==> config.mk <==
export PLATFORM = sky130hd
export DESIGN_NAME = popcnt5_seq_accum
export DESIGN_NICKNAME = d
export VERILOG_FILES = /design/src/rtl/popcnt5_seq_accum.sv
export SDC_FILE = /design/constraint.sdc
export NUM_CORES = 1
export LEC_CHECK = 0
export ABC_AREA = 1
export BUFFER_PORTS_ARGS = -buffer_cell sky130_fd_sc_hd__buf_2
export CELL_PAD_IN_SITES_DETAIL_PLACEMENT = 1
export CELL_PAD_IN_SITES_GLOBAL_PLACEMENT = 1
export CORE_ASPECT_RATIO = 2
export CORE_UTILIZATION = 38
export DETAILED_ROUTE_END_ITERATION = 8
export PLACE_DENSITY_LB_ADDON = 0.1
export SLEW_MARGIN = 10
export SYNTH_ARGS = -nofsm -noshare
export SYNTH_HDL_FRONTEND = slang
export SYNTH_SLANG_ARGS = --single-unit
==> constraint.sdc <==
create_clock -name clk -period 1.7 [get_ports clk]
set_clock_uncertainty 0.1 [all_clocks]
set_input_delay 0 -clock clk [delete_from_list [all_inputs] [get_ports clk]]
set_output_delay 0 -clock clk [all_outputs]
set_load 0.01 [all_outputs]
==> src/rtl/popcnt5_seq_accum.sv <==
// Sequential popcount: feeds a wide word one 5-bit slice per cycle to an external
// rd53 bit-count stage and accumulates its 3-bit results into a total count.
module popcnt5_seq_accum #(
  parameter int NSLICE = 4
) (
  input  logic                               clk,
  input  logic                               rst_n,
  input  logic                               in_valid,
  output logic                               in_ready,
  input  logic [5*NSLICE-1:0]                in_data,
  output logic [4:0]                         pc_i,
  input  logic [2:0]                         pc_o,
  output logic                               out_valid,
  input  logic                               out_ready,
  output logic [$clog2(5*NSLICE+1)-1:0]      out_count
);

  localparam int W  = 5 * NSLICE;
  localparam int CW = $clog2(5 * NSLICE + 1);
  localparam int IW = (NSLICE > 1) ? $clog2(NSLICE) : 1;

  typedef enum logic [1:0] {IDLE, SCAN, DONE} state_t;

  state_t          state_q, state_d;
  logic [W-1:0]    word_q, word_d;
  logic [IW-1:0]   idx_q, idx_d;
  logic [CW-1:0]   acc_q, acc_d;
  logic [4:0]      slice;

  always_ff @(posedge clk or negedge rst_n) begin
    if (!rst_n) begin
      state_q <= IDLE;
      word_q  <= '0;
      idx_q   <= '0;
      acc_q   <= '0;
    end else begin
      state_q <= state_d;
      word_q  <= word_d;
      idx_q   <= idx_d;
      acc_q   <= acc_d;
    end
  end

  // Slice select written as a compare-mux so non-power-of-two NSLICE never indexes past the word.
  always_comb begin
    slice = '0;
    for (int k = 0; k < NSLICE; k++) begin
      if (idx_q == IW'(k)) slice = word_q[5*k +: 5];
    end
  end

  always_comb begin
    state_d = state_q;
    word_d  = word_q;
    idx_d   = idx_q;
    acc_d   = acc_q;
    case (state_q)
      IDLE: begin
        if (in_valid) begin
          word_d  = in_data;
          acc_d   = '0;
          idx_d   = '0;
          state_d = SCAN;
        end
      end
      SCAN: begin
        acc_d = acc_q + CW'(pc_o);
        if (idx_q == IW'(NSLICE - 1)) begin
          idx_d   = '0;
          state_d = DONE;
        end else begin
          idx_d = idx_q + 1'b1;
        end
      end
      DONE: begin
        if (out_ready) state_d = IDLE;
      end
      default: state_d = IDLE;
    endcase
  end

  assign in_ready  = (state_q == IDLE);
  assign out_valid = (state_q == DONE);
  assign out_count = (state_q == DONE) ? acc_q : '0;
  assign pc_i      = (state_q == SCAN) ? slice : 5'b0;

endmodule

==> results by group, run 1 <==
Run status
  – Status: finished clean

Critical path
  – Launch point of the worst reg-to-reg path: acc_q[0]
  – Timing endpoint of the critical path: pc_i[3]
  – Kind of cell with the highest combined delay on the critical path: flip-flops
  – Arrival time of the worst setup path: between 1.5 and 2 ns
  – Slowest Stage Delay on Critical Path: approximately 0.43 ns
  – List of cells traversed by the critical path: ha_2 > nor2_1 > o211ai_1 > nand2_1 > buf_2
  – Critical path buffers and inverters: 1
  – Category of the critical setup timing path: flip-flop to primary output
  – Flop2flop setup slack: ~0.12 ns
  – Critical path data required time: between 1.5 and 2 ns
  – Slowest stage cell, crit path: dfrtp_1
  – Crit path max fanout: 8
  – Type of element capturing the critical path: primary output
  – Crit Reg-Reg Endpoint: acc_q[4]
  – Crit. path cell count: 5
  – Critical Path Source Type: flip-flop
  – Worst Reg-to-Reg Cells: 9
  – Worst Setup SP: idx_q[0]

Timing
  – Actual transition at the worst max-transition pin: approximately 0.66 ns
  – Total count of max-transition violations in the final report: 0
  – Peak Freq: ~600 MHz
  – Final cycle utilization of the critical path: between 90% and 100%
  – Number of failing setup endpoints in the final timing report: 0
  – Final min period: 1.660 ns
  – Setup TNS after final layout: 0 ns
  – Worst rel slew slack: 56.26%
  – Final number of hold-violating endpoints: 0
  – RSZ-0062 raised after global routing: true

Global routing
  – Via count of the first global-routing pass: about 1,600
  – Number of antenna violations at the first check in global routing: 0
  – First-pass GRT wire length: 7.058 mm
  – Total grt overflow: 0
  – Maximum number of pins on one net before global-route repair: 30
  – All-Layer GR Usage: 23.02%

Pwr
  – Leakage power: around 1.1 nW
  – Cell internal power dissipation: 0.002044 W
  – Clock group share of total power: 15.5%
  – Worst vdd ir: between 0.8 and 0.9 mV
  – Flop pwr share: a little over a third
  – Total Power: 0.003659 W
  – Portion of total power attributed to combinational logic: 49.3%
  – Total net switching power: around 0.0016 W
  – Power per unit of standard cell area: roughly 1700 nW/µm²
  – Net Sw Frac: 44.13%

Final layout
  – P&R area growth vs syn: 36.86%
  – Share of post-route cells with drive strength above 1: 26.38%
  – Area occupied by multi-input gates: around 740 µm²
  – Leading cell type in the layout, fill and taps excluded: nand2_1
  – Count of fill cells added during filler insertion: 512
  – Commonest cells after routing, fill and taps aside: 82 x nand2_1, 38 x buf_2, 29 x dfrtp_1
  – Final antenna diode count: 0
  – Register Area: between 700 and 800 µm²
  – # nets final: 289

Floorplanning
  – Die Ht: slightly above 90 µm
  – Standard-cell rows: 32
  – Initial core utilization: 39.95%
  – Die ar.: approximately 4400 µm²
  – Number of ports placed on the die boundary: 39
  – Floorplan core area: roughly 3900 µm²
  – X dimension of the die: 47.18 µm

Detailed routing
  – Number of vias per cell: roughly 4.8
  – Post-DR wirelength/cell: 14.10 µm
  – DRC violation total after the first TritonRoute iteration: 25
  – Sum of routed wire length over all layers: 4.302 mm
  – Number of iterations in the first detailed-routing pass: 4
  – Antenna viol nets, final: 0
  – Total number of vias: around 1,500
  – Remaining routing DRC violations: 0

Yosys
  – Post-synthesis mux area share: 0%
  – Synth Instances: 191
  – Area leader, netlist: dfrtp_1
  – Net Count, Synth: approximately 230
  – Post-synthesis instance area: 1551 µm²
  – Main combinational cell family by area after synthesis: simple AND/OR/NAND/NOR gates
  – Post-Syn Area per Cell: 8.123 µm²
  – Synth Warn #: 0
  – Synth Register Bits: 29
  – Leading post-synthesis cells by cell area: dfrtp_1 47%, nand2_1 20%, ha_1 5.6%
  – Fraction of the yosys area taken by sequential cells: between 40% and 50%
  – Number of unique standard cell types used by synthesis: 25
  – Post-synthesis adder-cell area fraction: 6.935%
  – Fraction of post-synthesis cell area in the top cell type by area: a little under half
  – Post-synthesis compound-gate area fraction: about 9.8%
  – Post-Synth Simple-Gate Area: between 20% and 30%
  – Synth Area in XOR/XNOR: 0%

CTS
  – Reg clk slew, reported paths: about 0.060 ns
  – Total clock buffers created by CTS: 5
  – Root Buffer: clkbuf_8
  – Number of levels in the clock H-tree: 2
  – Clock net sink count: 29
  – Maximum number of buffers from clock root to sink: 2
  – Clock latency on the worst-skew pair: 0.28 ns
  – TritonCTS clock tree: built

Run
  – Max Cap Violations: 0

Placement
  – Buffers on Ports: 38
  – Routability cong.: between 0.8 and 0.9
  – Detailed placement HPWL: 3.132 mm

Min path
  – Critical hold path startpoint: in_valid
  – Tightest Hold Check Type: input pin to flip-flop
==> worst min-delay path, cell delays in order <==
cell and delay, ns:
buf_2 0.10, nand2_4 0.17, o21ai_0 0.13
==> cells by family after synthesis <==
kind of cell	count (synthesis)
flops	29
simple gates	105
buf+inv	26
compound gates	23
fa+ha+maj	8
==> worst min path at each step <==
stage,slack [ns],cells after the start,endpoint
floorplan,-0.40,0,acc_q[0]
global placement,-0.04,1,word_q[1]
detailed placement,-0.03,1,word_q[0]
CTS,0.08,3,state_q[0]
global route,0.12,4,acc_q[1]
finish,0.07,3,state_q[0]
==> synth_stat cells <==
master and count:
inv_4 1, dfrtp_1 29, nand2_1 84, clkbuf_1 1
nand2_4 2, buf_4 2, buf_8 1, o211ai_1 5
buf_6 2, o21ai_2 1, nand2_2 1, inv_1 18
fa_1 1, nand3_1 8, nand4_1 1, o21ai_1 2
a21oi_2 3, nor2_4 1, nor2_1 8, inv_2 1
o22ai_2 1, o22ai_1 2, o21ai_0 4, ha_1 7
a21oi_1 5
==> cell type report <==
type / count / area share (%)
Clock buffer: 7 / 4.066
Tap cell: 51 / 3.005
Timing Repair Buffer: 62 / 20.15
Sequential cell: 29 / 34.18
Multi-Input combinational cell: 136 / 34.83
Inverter: 20 / 3.771
==> per-layer routing <==
metal	up-vias	wire length, µm	GRT usage, %
li1	719	-	-
met1	685	1596	24.39
met2	35	2438	40.16
met3	12	105	4.094
met4	0	161	11.90
met5	-	0	0
==> power groups by stage <==
stage	logic [W]	registers, W	clock network [W]
2_1_floorplan	0.00129	0.00119	0
3_3_place_gp	0.00156	0.00128	0
3_5_place_dp	0.00164	0.00129	0
4_1_cts	0.00171	0.00128	0.000586
5_1_grt	0.00205	0.00132	0.000604
6_report	0.00181	0.00128	0.000569
==> what timing repair did <==
action                                 in CTS  in global routing
setup endpoints to repair                   5                  6
hold buffers                               23                  0
resized for setup                           3                 12
setup buffers                               0                  1
pin swaps                                   0                  1
endpoints found under the hold margin      51                  0
==> sequential cells by signal (all words and copies together) (netlist names) <==
signal and flops:
state_q 2, idx_q 2, acc_q 5, word_q 20
==> through the flow <==
step           util (%)  cells  worst slack, ns  hold slack, ns  cell area [µm²]
6_report          54.67    305          0.04027         0.06948             2123
5_1_grt           54.67    305         -0.05100          0.1166             2123
4_1_cts           53.32    304        -0.009567         0.07525             2071
3_5_place_dp      45.04    274           0.1275        -0.02946             1749
3_3_place_gp      45.04    274           0.1999        -0.03568             1749
2_1_floorplan         -    191           0.2610         -0.3956             1551
(Power assumes the default switching activity.)
==> inputs of run 2 (changes only) <==
Settings changed: CORE_UTILIZATION 38 to 32.
==> results by group, run 2 (synthesis gave the netlist of run 1 again) <==
Run status
  – Status: finished clean (unchanged)

Pwr
  – Total Power: 0.003704 W (was 0.003659 W)
  – Cell internal power dissipation: 0.002063 W (was 0.002044 W)
  – Leakage power: 1.129 nW (was 1.133 nW)
  – Worst vdd ir: 0.7701 mV (was 0.8918 mV)
  – Portion of total power attributed to combinational logic: 49.8% (was 49.3%)
  – Total net switching power: 0.001641 W (was 0.001615 W)
  – Clock group share of total power: 15.3% (was 15.5%)
  – Net Sw Frac: 44.30% (was 44.13%)
  – Flop pwr share: 34.9% (was 35.1%)
  – Power per unit of standard cell area: 1732 nW/µm² (was 1723 nW/µm²)

Floorplanning
  – Floorplan core area: 4642 µm² (was 3884 µm²)
  – Number of ports placed on the die boundary: 39 (unchanged)
  – Die Ht: 100.5 µm (was 92.37 µm)
  – Standard-cell rows: 35 (was 32)
  – Initial core utilization: 33.42% (was 39.95%)
  – X dimension of the die: 51.24 µm (was 47.18 µm)
  – Die ar.: 5148 µm² (was 4358 µm²)

Detailed routing
  – Total number of vias: 1,472 (was 1,451)
  – Remaining routing DRC violations: 0 (unchanged)
  – Post-DR wirelength/cell: 14.44 µm (was 14.10 µm)
  – Number of iterations in the first detailed-routing pass: 4 (unchanged)
  – DRC violation total after the first TritonRoute iteration: 7 (was 25)
  – Antenna viol nets, final: 0 (unchanged)
  – Sum of routed wire length over all layers: 4.463 mm (was 4.302 mm)
  – Number of vias per cell: 4.764 (was 4.757)

Critical path
  – Slowest Stage Delay on Critical Path: 0.45 ns (was 0.43 ns)
  – Crit path max fanout: 5 (was 8)
  – Crit Reg-Reg Endpoint: acc_q[4] (unchanged)
  – Type of element capturing the critical path: primary output (unchanged)
  – Cell repeated most along the worst path: nand2_1
  – Launch point of the worst reg-to-reg path: acc_q[0] (unchanged)
  – Slowest stage cell, crit path: dfrtp_2 (was dfrtp_1)
  – Worst Setup SP: idx_q[0] (unchanged)
  – Kind of cell with the highest combined delay on the critical path: flip-flops (unchanged)
  – Critical path buffers and inverters: 2 (was 1)
  – Critical Path Source Type: flip-flop (unchanged)
  – Flop2flop setup slack: 0.14 ns (was 0.12 ns)
  – Category of the critical setup timing path: flip-flop to primary output (unchanged)
  – Critical path data required time: 1.60 ns (about the same)
  – Worst Reg-to-Reg Cells: 9 (unchanged)
  – List of cells traversed by the critical path: inv_4 > ha_4 > nand2_1 > nand2_1 > o211ai_1 > a21oi_2 > buf_2 (was ha_2 > nor2_1 > o211ai_1 > nand2_1 > buf_2)
  – Arrival time of the worst setup path: 1.51 ns (was 1.56 ns)

Global routing
  – All-Layer GR Usage: 20.37% (was 23.02%)
  – Via count of the first global-routing pass: 1,736 (was 1,580)
  – First-pass GRT wire length: 7.714 mm (was 7.058 mm)
  – Maximum number of pins on one net before global-route repair: 30 (unchanged)
  – Number of antenna violations at the first check in global routing: 0 (unchanged)
  – Total grt overflow: 0 (unchanged)

CTS
  – Root Buffer: clkbuf_8 (unchanged)
  – Total clock buffers created by CTS: 5 (unchanged)
  – Clock net sink count: 29 (unchanged)
  – TritonCTS clock tree: built (unchanged)
  – Reg clk slew, reported paths: 0.06 ns (about the same)
  – Clock latency on the worst-skew pair: 0.27 ns (was 0.28 ns)
  – Maximum number of buffers from clock root to sink: 2 (unchanged)
  – Number of levels in the clock H-tree: 2 (unchanged)

Placement
  – Routability cong.: 0.7245 (was 0.8527)
  – Dpl ws: 0.1458 ns (was 0.1275 ns)
  – Buffers on Ports: 38 (unchanged)
  – Detailed placement HPWL: 3.270 mm (was 3.132 mm)

Min path
  – Tightest Hold Check Type: input pin to flip-flop (unchanged)
  – Critical hold path startpoint: in_valid (unchanged)
  – Worst Hold Path Cells: 3 (unchanged)
  – Worst hold path endpoint: state_q[0] (unchanged)

Final layout
  – Largest registers: word_q (20), acc_q (5) (unchanged)
  – Max reg flops: 20 (unchanged)
  – Final antenna diode count: 0 (unchanged)
  – Leading cell type in the layout, fill and taps excluded: nand2_1 (unchanged)
  – P&R area growth vs syn: 37.82% (was 36.86%)
  – Commonest cells after routing, fill and taps aside: 82 x nand2_1, 38 x buf_2, 27 x dfrtp_1 (was 82 x nand2_1, 38 x buf_2, 29 x dfrtp_1)
  – # nets final: 289 (unchanged)
  – Most flop-heavy register: word_q (unchanged)
  – Share of post-route cells with drive strength above 1: 27.95% (was 26.38%)

Timing
  – Number of failing setup endpoints in the final timing report: 0 (unchanged)
  – Final cycle utilization of the critical path: 94.74% (was 97.63%)
  – Final number of hold-violating endpoints: 0 (unchanged)
  – Final critical-path setup slack: 0.08935 ns (was 0.04027 ns)
  – Worst rel slew slack: 55.22% (was 56.26%)
  – Actual transition at the worst max-transition pin: 0.6716 ns (was 0.6561 ns)
  – RSZ-0062 raised after global routing: true (unchanged)
  – Peak Freq: 620.9 MHz (was 602.5 MHz)
  – Worst hold slack across all endpoints: 0.07592 ns (was 0.06948 ns)
  – Total count of max-transition violations in the final report: 0 (unchanged)
  – Final min period: 1.611 ns (was 1.660 ns)

Run
  – Max Cap Violations: 0 (unchanged)
==> run 2: changes by cell type in the layout (fill, tap and decap cells not counted) <==
cell     change
nor2_2       +1
inv_2        -1
inv_1        -1
nor2_1       -1
dfrtp_2      +2
dfrtp_1      -2
inv_4        +2
==> run 2: worst max-delay path by stage <==
| stage | endpoint | slack [ns] | cells past startpoint |
|---|---|---|---|
| finish | pc_i[1] | 0.09 | 7 |
| global route | pc_i[1] | -0.01 | 5 |
| CTS | pc_i[1] | 0.0002 | 7 |
| detailed placement | acc_q[4] | 0.15 | 9 |
| global placement | acc_q[4] | 0.20 | 9 |
| floorplan | acc_q[4] | 0.26 | 9 |
==> run 2: per-layer routing <==
metal	global-route usage [%]	vias to the layer above	wire length, µm	share of wire (%)
li1	-	721	-	-
met1	19.65	709	1617	36
met2	40.38	32	2643	59
met3	3.167	10	88	2.0
met4	8.316	0	113	2.5
met5	0	-	0	0
==> run 2: tightest hold or removal path, stage by stage <==
cell and delay [ns]:
buf_2 0.10, nand2_4 0.17, o21ai_0 0.13
==> run 2: cell type report <==
type                            instances  area [µm²]
Clock buffer                            7       86.33
Fill cell                             596        2504
Inverter                               20       85.08
Multi-Input combinational cell        136       742.0
Sequential cell                        29       728.2
Tap cell                               55       68.82
Timing Repair Buffer                   62       427.9
==> run 2: timing repair <==
action	in CTS	in global routing
hold buffers	23	0
hold endpoints to repair	51	0
setup endpoints to repair	5	6
gates resized for setup	9	12
buffers inserted	0	1
pin swaps	0	1
==> run 2: power groups by stage <==
stage          Combinational (W)  Clock [W]  Sequential [W]
2_1_floorplan            0.00129          0         0.00119
3_3_place_gp             0.00158          0         0.00126
3_5_place_dp             0.00169          0         0.00128
4_1_cts                  0.00180   0.000595         0.00128
5_1_grt                  0.00210   0.000631         0.00133
6_report                 0.00184   0.000566         0.00129
==> run 2: stage by stage <==
| stage | utilization (%) | instances | setup TNS [ns] | area, µm² |
|---|---|---|---|---|
| 2_1_floorplan | - | 191 | 0 | 1551 |
| 5_1_grt | 46.06 | 309 | -0.02037 | 2138 |
| 4_1_cts | 45.26 | 308 | 0 | 2101 |
| 3_3_place_gp | 37.79 | 278 | 0 | 1754 |
| 3_5_place_dp | 37.79 | 278 | 0 | 1754 |
| 6_report | 46.06 | 309 | 0 | 2138 |
